**config.mk**
```make
export PLATFORM = sky130hd
export DESIGN_NAME = jtcontra_gfx_romrq
export DESIGN_NICKNAME = d
export VERILOG_FILES = /design/src/rtl/jtcontra_gfx_romrq.sv
export SDC_FILE = /design/constraint.sdc
export NUM_CORES = 1
export LEC_CHECK = 0
export ABC_AREA = 1
export CAP_MARGIN = 0
export CORE_ASPECT_RATIO = 1.4
export CORE_MARGIN = 2
export CORE_UTILIZATION = 55
export DETAILED_ROUTE_END_ITERATION = 8
export PLACE_DENSITY_LB_ADDON = 0.2
export SLEW_MARGIN = 20
export SYNTH_ARGS = -nofsm -noshare
export SYNTH_HDL_FRONTEND = slang
export SYNTH_SLANG_ARGS = --single-unit
```
**constraint.sdc**
```tcl
create_clock -name clk -period 3.9 [get_ports clk]
set_input_delay 0.78 -clock clk [delete_from_list [all_inputs] [get_ports clk]]
set_output_delay 0.78 -clock clk [all_outputs]
set_load 0.1 [all_outputs]
```
**src/rtl/jtcontra_gfx_romrq.sv**
```systemverilog
// ROM request stage with 2-entry LRU cache. Hit: 1 cycle; miss: 2 cycles + arbiter latency.
// sdram_req is held until sdram_ack. Optional JTCONTRA_ROMRQ_STATS_EN adds hit/miss counters.
module jtcontra_gfx_romrq #(
   parameter int AW = 18,
   parameter int DW = 16
) (
   input  logic          clk,
   input  logic          rst_n,
   input  logic [AW-1:0] addr,
   input  logic          cs,
   output logic [DW-1:0] data,
   output logic          ok,
   output logic [AW-1:0] sdram_addr,
   output logic          sdram_req,
   input  logic          sdram_ack,
   input  logic          sdram_dst,
   input  logic [DW-1:0] sdram_din
`ifdef JTCONTRA_ROMRQ_STATS_EN
   ,
   output logic [15:0]   hit_cnt,
   output logic [15:0]   miss_cnt
`endif
);

   typedef enum logic [1:0] {IDLE, REQ, WAIT} state_t;

   state_t        state;
   logic [AW-1:0] tag  [2];
   logic [DW-1:0] cdat [2];
   logic [1:0]    valid;
   logic          lru;
   logic [AW-1:0] last_addr;
   logic          last_valid;

   logic hit0, hit1, hit, same, idle_hit, start_req, fill;

   assign hit0 = valid[0] && (tag[0] == addr);
   assign hit1 = valid[1] && (tag[1] == addr);
   assign hit  = hit0 || hit1;
   // last_valid guards the post-reset case where last_addr==0 is not real data
   assign same      = last_valid && (addr == last_addr);
   assign idle_hit  = (state == IDLE) && cs && hit;
   assign start_req = (state == IDLE) && cs && !hit && !same;
   assign fill      = ((state == WAIT) && sdram_dst) ||
                      ((state == REQ) && sdram_ack && sdram_dst);

   assign ok = cs && last_valid && (addr == last_addr);

   always_ff @(posedge clk) begin
      if (!rst_n) begin
         state      <= IDLE;
         valid      <= 2'b00;
         lru        <= 1'b0;
         data       <= '0;
         sdram_req  <= 1'b0;
         sdram_addr <= '0;
         last_addr  <= '0;
         last_valid <= 1'b0;
      end else begin
         case (state)
            IDLE: begin
               if (idle_hit) begin
                  data       <= hit1 ? cdat[1] : cdat[0];
                  last_addr  <= addr;
                  last_valid <= 1'b1;
                  lru        <= !hit1;
               end else if (start_req) begin
                  sdram_addr <= addr;
                  sdram_req  <= 1'b1;
                  state      <= REQ;
               end
            end
            REQ: begin
               if (sdram_ack) begin
                  sdram_req <= 1'b0;
                  state     <= sdram_dst ? IDLE : WAIT;
               end
            end
            WAIT: begin
               if (sdram_dst) state <= IDLE;
            end
            default: state <= IDLE;
         endcase
         if (fill) begin
            tag[lru]   <= sdram_addr;
            cdat[lru]  <= sdram_din;
            valid[lru] <= 1'b1;
            data       <= sdram_din;
            last_addr  <= sdram_addr;
            last_valid <= 1'b1;
            lru        <= !lru;
         end
      end
   end

`ifdef JTCONTRA_ROMRQ_STATS_EN
   always_ff @(posedge clk) begin
      if (!rst_n) begin
         hit_cnt  <= '0;
         miss_cnt <= '0;
      end else begin
         if (idle_hit && hit_cnt != 16'hFFFF)   hit_cnt  <= hit_cnt + 16'd1;
         if (start_req && miss_cnt != 16'hFFFF) miss_cnt <= miss_cnt + 16'd1;
      end
   end
`endif

endmodule

```
# --- After elaboration in Yosys (flattened, before gate mapping) ---
# Memory sizes are Yosys's and may differ from the RTL's.
# Cells that the tools add are included.
classes:
  n_mux: 28
  n_lt_le_gt_ge: 2
  bitwise_logic: 2
  shifts: 0
  n_reduce_logical: 27
  multipliers: 0
  eq_ne: 9
  n_addsub: 0
  div: 0
op_table:
  columns: ["cell", "count"]
  rows:
  - ["16-bit 2-to-1 mux", 4]
  - ["18-bit == test", 3]
  - ["18-bit 2-to-1 mux", 3]
  - ["1-bit logical AND", 13]
  - ["1-bit 2-to-1 mux", 13]
  - ["2-bit 2-to-1 mux", 5]
  - ["2-bit inequality test (second input constant)", 4]
  - ["4-bit AND reduction", 2]
  - ["2-bit case mux with 3 select lines", 1]
  - ["2-bit nonzero test", 3]
  - ["1-bit zero test", 4]
  - ["3-bit AND reduction", 1]
  - ["2-bit by 1-bit == test with 1-bit output (second input constant)", 1]
  - ["2-bit == test (second input constant)", 1]
  - ["2-bit zero test", 1]
  - ["1-bit logical OR", 2]
  - ["1-bit by 2-bit < comparator with 1-bit output (second input constant)", 1]
  - ["2-bit OR", 1]
  - ["1-bit case mux with 2 select lines", 1]
  - ["2-bit AND reduction", 1]
  - ["1-bit demux with 1-bit select", 1]
  - ["1-bit greater-or-equal comparator (second input constant)", 1]
  - ["1-bit inverter", 1]
word_totals:
  mem_count: 2
  latch_bits: 0
  rom_bits: 0
  ff_bits: 59
  ram_bits: 68
  input_bits: 39
  elab_cells: 78
  out_inout_bits: 36
mem_list:
  columns: ["name", "words", "width", "read_ports", "rd_clocked_by_memory_dff", "wr", "line_no", "text"]
  rows:
  - ["tag", 2, 18, 2, 0, 1, "28", "logic [AW-1:0] tag [2];"]
  - ["cdat", 2, 16, 2, 0, 1, "29", "logic [DW-1:0] cdat [2];"]

# --- Depth between registers and ports, before layout ---
logic_depth:
  word_depth: 9
  ltp_mapped: 14
  ltp_nobuf: 13

# --- Least setup slack after synthesis ---
# Ideal clock, no wire load.
synth_timing:
  kind: "input -> register"
  start: "in sdram_ack"
  end: "mem cdat[1][0] (enable)"
  slack_ps: 360
  setup_time_ps: 425
  required_time_ps: 3475
  stages: 7
  arrival_time_ps: 3115
  path_buffers: 1
  cell_sequence: "nand3_1 -> o21ai_0 -> nand2_1 -> inv_2 -> buf_1 -> nand2_1 -> nor2_1"
synth_between:
  elab_chain_len: 6
synth_rtl:
  columns: ["item", "line_no", "text"]
  rows:
  - ["start, declared", "15", "input logic sdram_ack,"]
  - ["1-bit logical AND (2 in series)", "45", "((state == REQ) && sdram_ack && sdram_dst);"]
  - ["1-bit logical OR", "44", "assign fill = ((state == WAIT) && sdram_dst) ||"]
  - ["1-bit 2-to-1 mux", "84", "if (fill) begin"]
  - ["1-bit 2-to-1 mux", "50", "if (!rst_n) begin"]
  - ["1-bit 2-to-1 mux (implied by the code)", "86", "cdat[lru] <= sdram_din;"]
  - ["end, declared", "29", null]
# No other way between the ends.

# --- Worst setup path in the final report ---
layout_timing:
  start: "in addr[13]"
  end: "out ok"
layout_between:
  elab_chain_len: 2
layout_rtl:
  columns: ["item", "line_no", "text"]
  rows:
  - ["start, declared", "9", "input logic [AW-1:0] addr,"]
  - ["18-bit == test", "47", "assign ok = cs && last_valid && (addr == last_addr);"]
  - ["1-bit logical AND", "47", null]
  - ["end, declared", "12", "output logic ok,"]
# No other way between the ends.

==> results.md <==
- WL met1: 6860 um
- Fmax: 286 MHz
- Postcts setup bufs: 0
- Sw frac: 0.277
- EDFF count, synth: 68
- Ports: 75
- Starting DRT DRC Count: 392
- Std-Cell Rows: 46
- Post-Syn Area per Cell: 7.54 sq um
- Synth Instances: 845
- WL met2: 9640 um
- Core box area: 0.0113 sq mm
- Routed vias/inst: 5.25
- Antenna violations before repair: 0
- Min-Delay Path Class: reg2reg
- Slew Limit Fails: 0
- I/O Buffers: 74
- CTS resizes: 0
- Final Hold Fails: 0
- Clock latency on the worst-skew pair: 0.42 ns
- Clk slew on worst S/H paths: 0.06 ns
- Status: complete, no violations
- Layout cell share with drive strength beyond 1: 0.0804
- Top post-synthesis cells by area: edfxtp_1 32%, dfxtp_1 19%, nand2_1 16%
- Reg power frac: 0.393
- Routed vias: 5655
- Final #Nets: 959
- Post-DP HPWL: 12400 um
- Combinational power share: 0.149
- Clock power share: 0.457
- Post-route ant nets: 0
- CTS tree: done
- Pwr/cell area: 483 mW/mm^2
- H-Tree Level Count: 4
- Final WL: 18100 um
- Gr usage total: 0.306
- Post-DR wirelength/cell: 16.8 um
- CP max FO: 5
- Vias in the first global route: 5711
- Synth-to-Final Area Change: 24.0%
- Worst VDD drop: 0.334 mV
- CTS Hold Bufs: 0
- Top-area cell type share of the netlist area: 0.321
- Initial Utilization: 0.562
- Internal power: 2.76 mW
- Die height: 131 um
- Gpl congestion: 0.954
- Worst EP arrival: 2.72 ns
- Post-layout min period: 3.50 ns
- Fillers: 919
- Grt ovf: 0
- Crit path capture type: output pin
- TritonRoute pass-1 iters: 5
- Crit Path Class: in2out
- Clk_skew: 0.00902 ns
- Tcrit/Tclk final: 0.898
- Leakage: 3.68 nW
- Synth cell types: 29
- Largest net degree at the start of global routing: 54
- Yosys warnings: 0
- Ys flop type: edfxtp_1
- Register area share after synthesis: 0.506
- Final setup viols: 0
- Post-Syn Area: 0.00637 sq mm
- Max layer used: met4
- Sw Pwr: 1.05 mW
- Met3 Wirelength: 828 um
- CTS sink cnt: 127
- Post-route cell area: 0.00790 sq mm
- Die W: 94.9 um
- Remaining DRCs: 0
- DP Area: 0.00723 sq mm
- Worst slew margin relative to its limit: 0.312
- Dominant cell type by area after synthesis: edfxtp_1
- Worst Tran Pin Value: 1.03 ns
- Max Cap Viol: 0
- # diodes: 0
- Post-Syn Nets: 884
- Startpoint Class: input port
- Die ar.: 0.0125 sq mm
- Setup tns final: 0 ns
- Final hold slack: 0.477 ns
- RSZ-0062 raised after global routing: false
- Yosys reg bits: 127
- CP Data Required Time: 3.12 ns
- Clock buffer depth: 2
- Ys async rst share: 0
- TritonCTS Buffers: 17
- CTS Root Buffer Type: clkbuf_16
- First-pass GRT wire length: 28800 um
==> through the flow <==
| stage | util | power, mW | setup WS [ns] | instances |
|---|---|---|---|---|
| 2_1_floorplan | - | 1.92 | 0.360 | 845 |
| 3_3_place_gp | 0.638 | 2.08 | 0.402 | 1045 |
| 3_5_place_dp | 0.638 | 2.09 | 0.409 | 1045 |
| 4_1_cts | 0.697 | 3.83 | 0.403 | 1077 |
| 5_1_grt | 0.697 | 3.93 | 0.321 | 1077 |
| 6_report | 0.697 | 3.82 | 0.400 | 1077 |
==> critical path, stage by stage <==
cell and delay [ns]:
clkdlybuf4s50_1 0.60, inv_2 0.10, nand2_1 0.12, o21ai_0 0.10, nor2_1 0.11, nand2_1 0.06, nor2_1 0.19, nand3_1 0.22
nor2_1 0.23, buf_12 0.20
==> layout make-up <==
cell class,count,area [sq um],area share
clock buffer,24,557,0.0705
clock inverter,8,111,0.0141
inverter,101,382,0.0483
multi-input combinational,587,2610,0.331
sequential,127,3220,0.408
tap,144,180,0.0228
timing repair buffer,86,836,0.106
==> state kept, by name (all words and copies together) (netlist names) <==
name / flops
sdram_addr: 18
cdat: 32
last_valid: 1
tag: 36
sdram_req: 1
valid: 2
data: 16
state: 2
last_addr: 18
lru: 1
==> cell usage after synthesis (5+ instances only) <==
cell	instances
nand3_1	37
xnor2_1	5
a21oi_1	6
dfxtp_1	59
clkbuf_1	16
inv_2	13
nand3b_1	28
inv_1	87
nor2_1	161
o21ai_0	36
nand2_1	273
buf_6	6
xor2_1	6
edfxtp_1	68
nand4_1	18
==> power by group through the flow <==
| stage | combinational [mW] | clock [mW] | sequential, mW |
|---|---|---|---|
| after floorplan | 0.198 | 0 | 1.72 |
| after global placement | 0.556 | 0 | 1.52 |
| after detailed placement | 0.565 | 0 | 1.53 |
| after CTS | 0.570 | 1.75 | 1.50 |
| after global routing | 0.610 | 1.81 | 1.51 |
| final | 0.570 | 1.74 | 1.50 |
==> path summary, 6_finish.rpt <==
check                           slack [ns]           end  cells past startpoint  startpoint
worst min register to register        0.48     sdram_req                      2   sdram_req
worst max-delay path                  0.40            ok                     10    addr[13]
worst min-delay path                  0.48     sdram_req                      2   sdram_req
worst max register to register        1.62  last_addr[8]                     12   tag[1][7]
==> kinds of logic (layout without fill, tap and decap cells) <==
family / after synthesis / after routing / share of synthesized area
simple gates: 533 / 533 / 0.359
buf+inv: 131 / 219 / 0.0855
flops: 127 / 127 / 0.506
compound gates: 43 / 43 / 0.0340
xor+xnor: 11 / 11 / 0.0151
==> cells in the final DEF (no fill, tap or decap) <==
cell	netlist	routed
o21ai_0	36	36
nor2_8	2	2
clkbuf_16	0	21
buf_4	0	12
nand3_4	1	1
nand3_1	37	37
xor2_1	6	6
clkinvlp_4	0	1
nand2_2	3	4
clkbuf_8	0	2
nor3b_1	1	1
or3_1	1	1
clkdlybuf4s50_1	0	72
nand3b_1	28	28
a21oi_1	6	6
nor2_1	161	158
o22ai_1	1	1
inv_6	0	2
xnor2_1	5	5
nand3_2	1	1
clkbuf_1	16	1
bufinv_16	0	2
inv_1	87	87
nor3_1	2	2
inv_4	1	1
nand2_4	2	2
nand4_1	18	18
inv_2	13	13
nand2_1	273	272
clkinv_4	0	3
dfxtp_1	59	59
buf_12	0	1
buf_2	4	1
nor2_2	1	4
or2_2	2	2
edfxtp_1	68	68
==> routing by layer <==
layer / global-route usage / up-vias
met3: 0.0705 / 54
met2: 0.539 / 213
met4: 0.147 / 0
li1: - / 2798
met1: 0.338 / 2590
met5: 0 / -
Power figures use the tool's default switching activity.
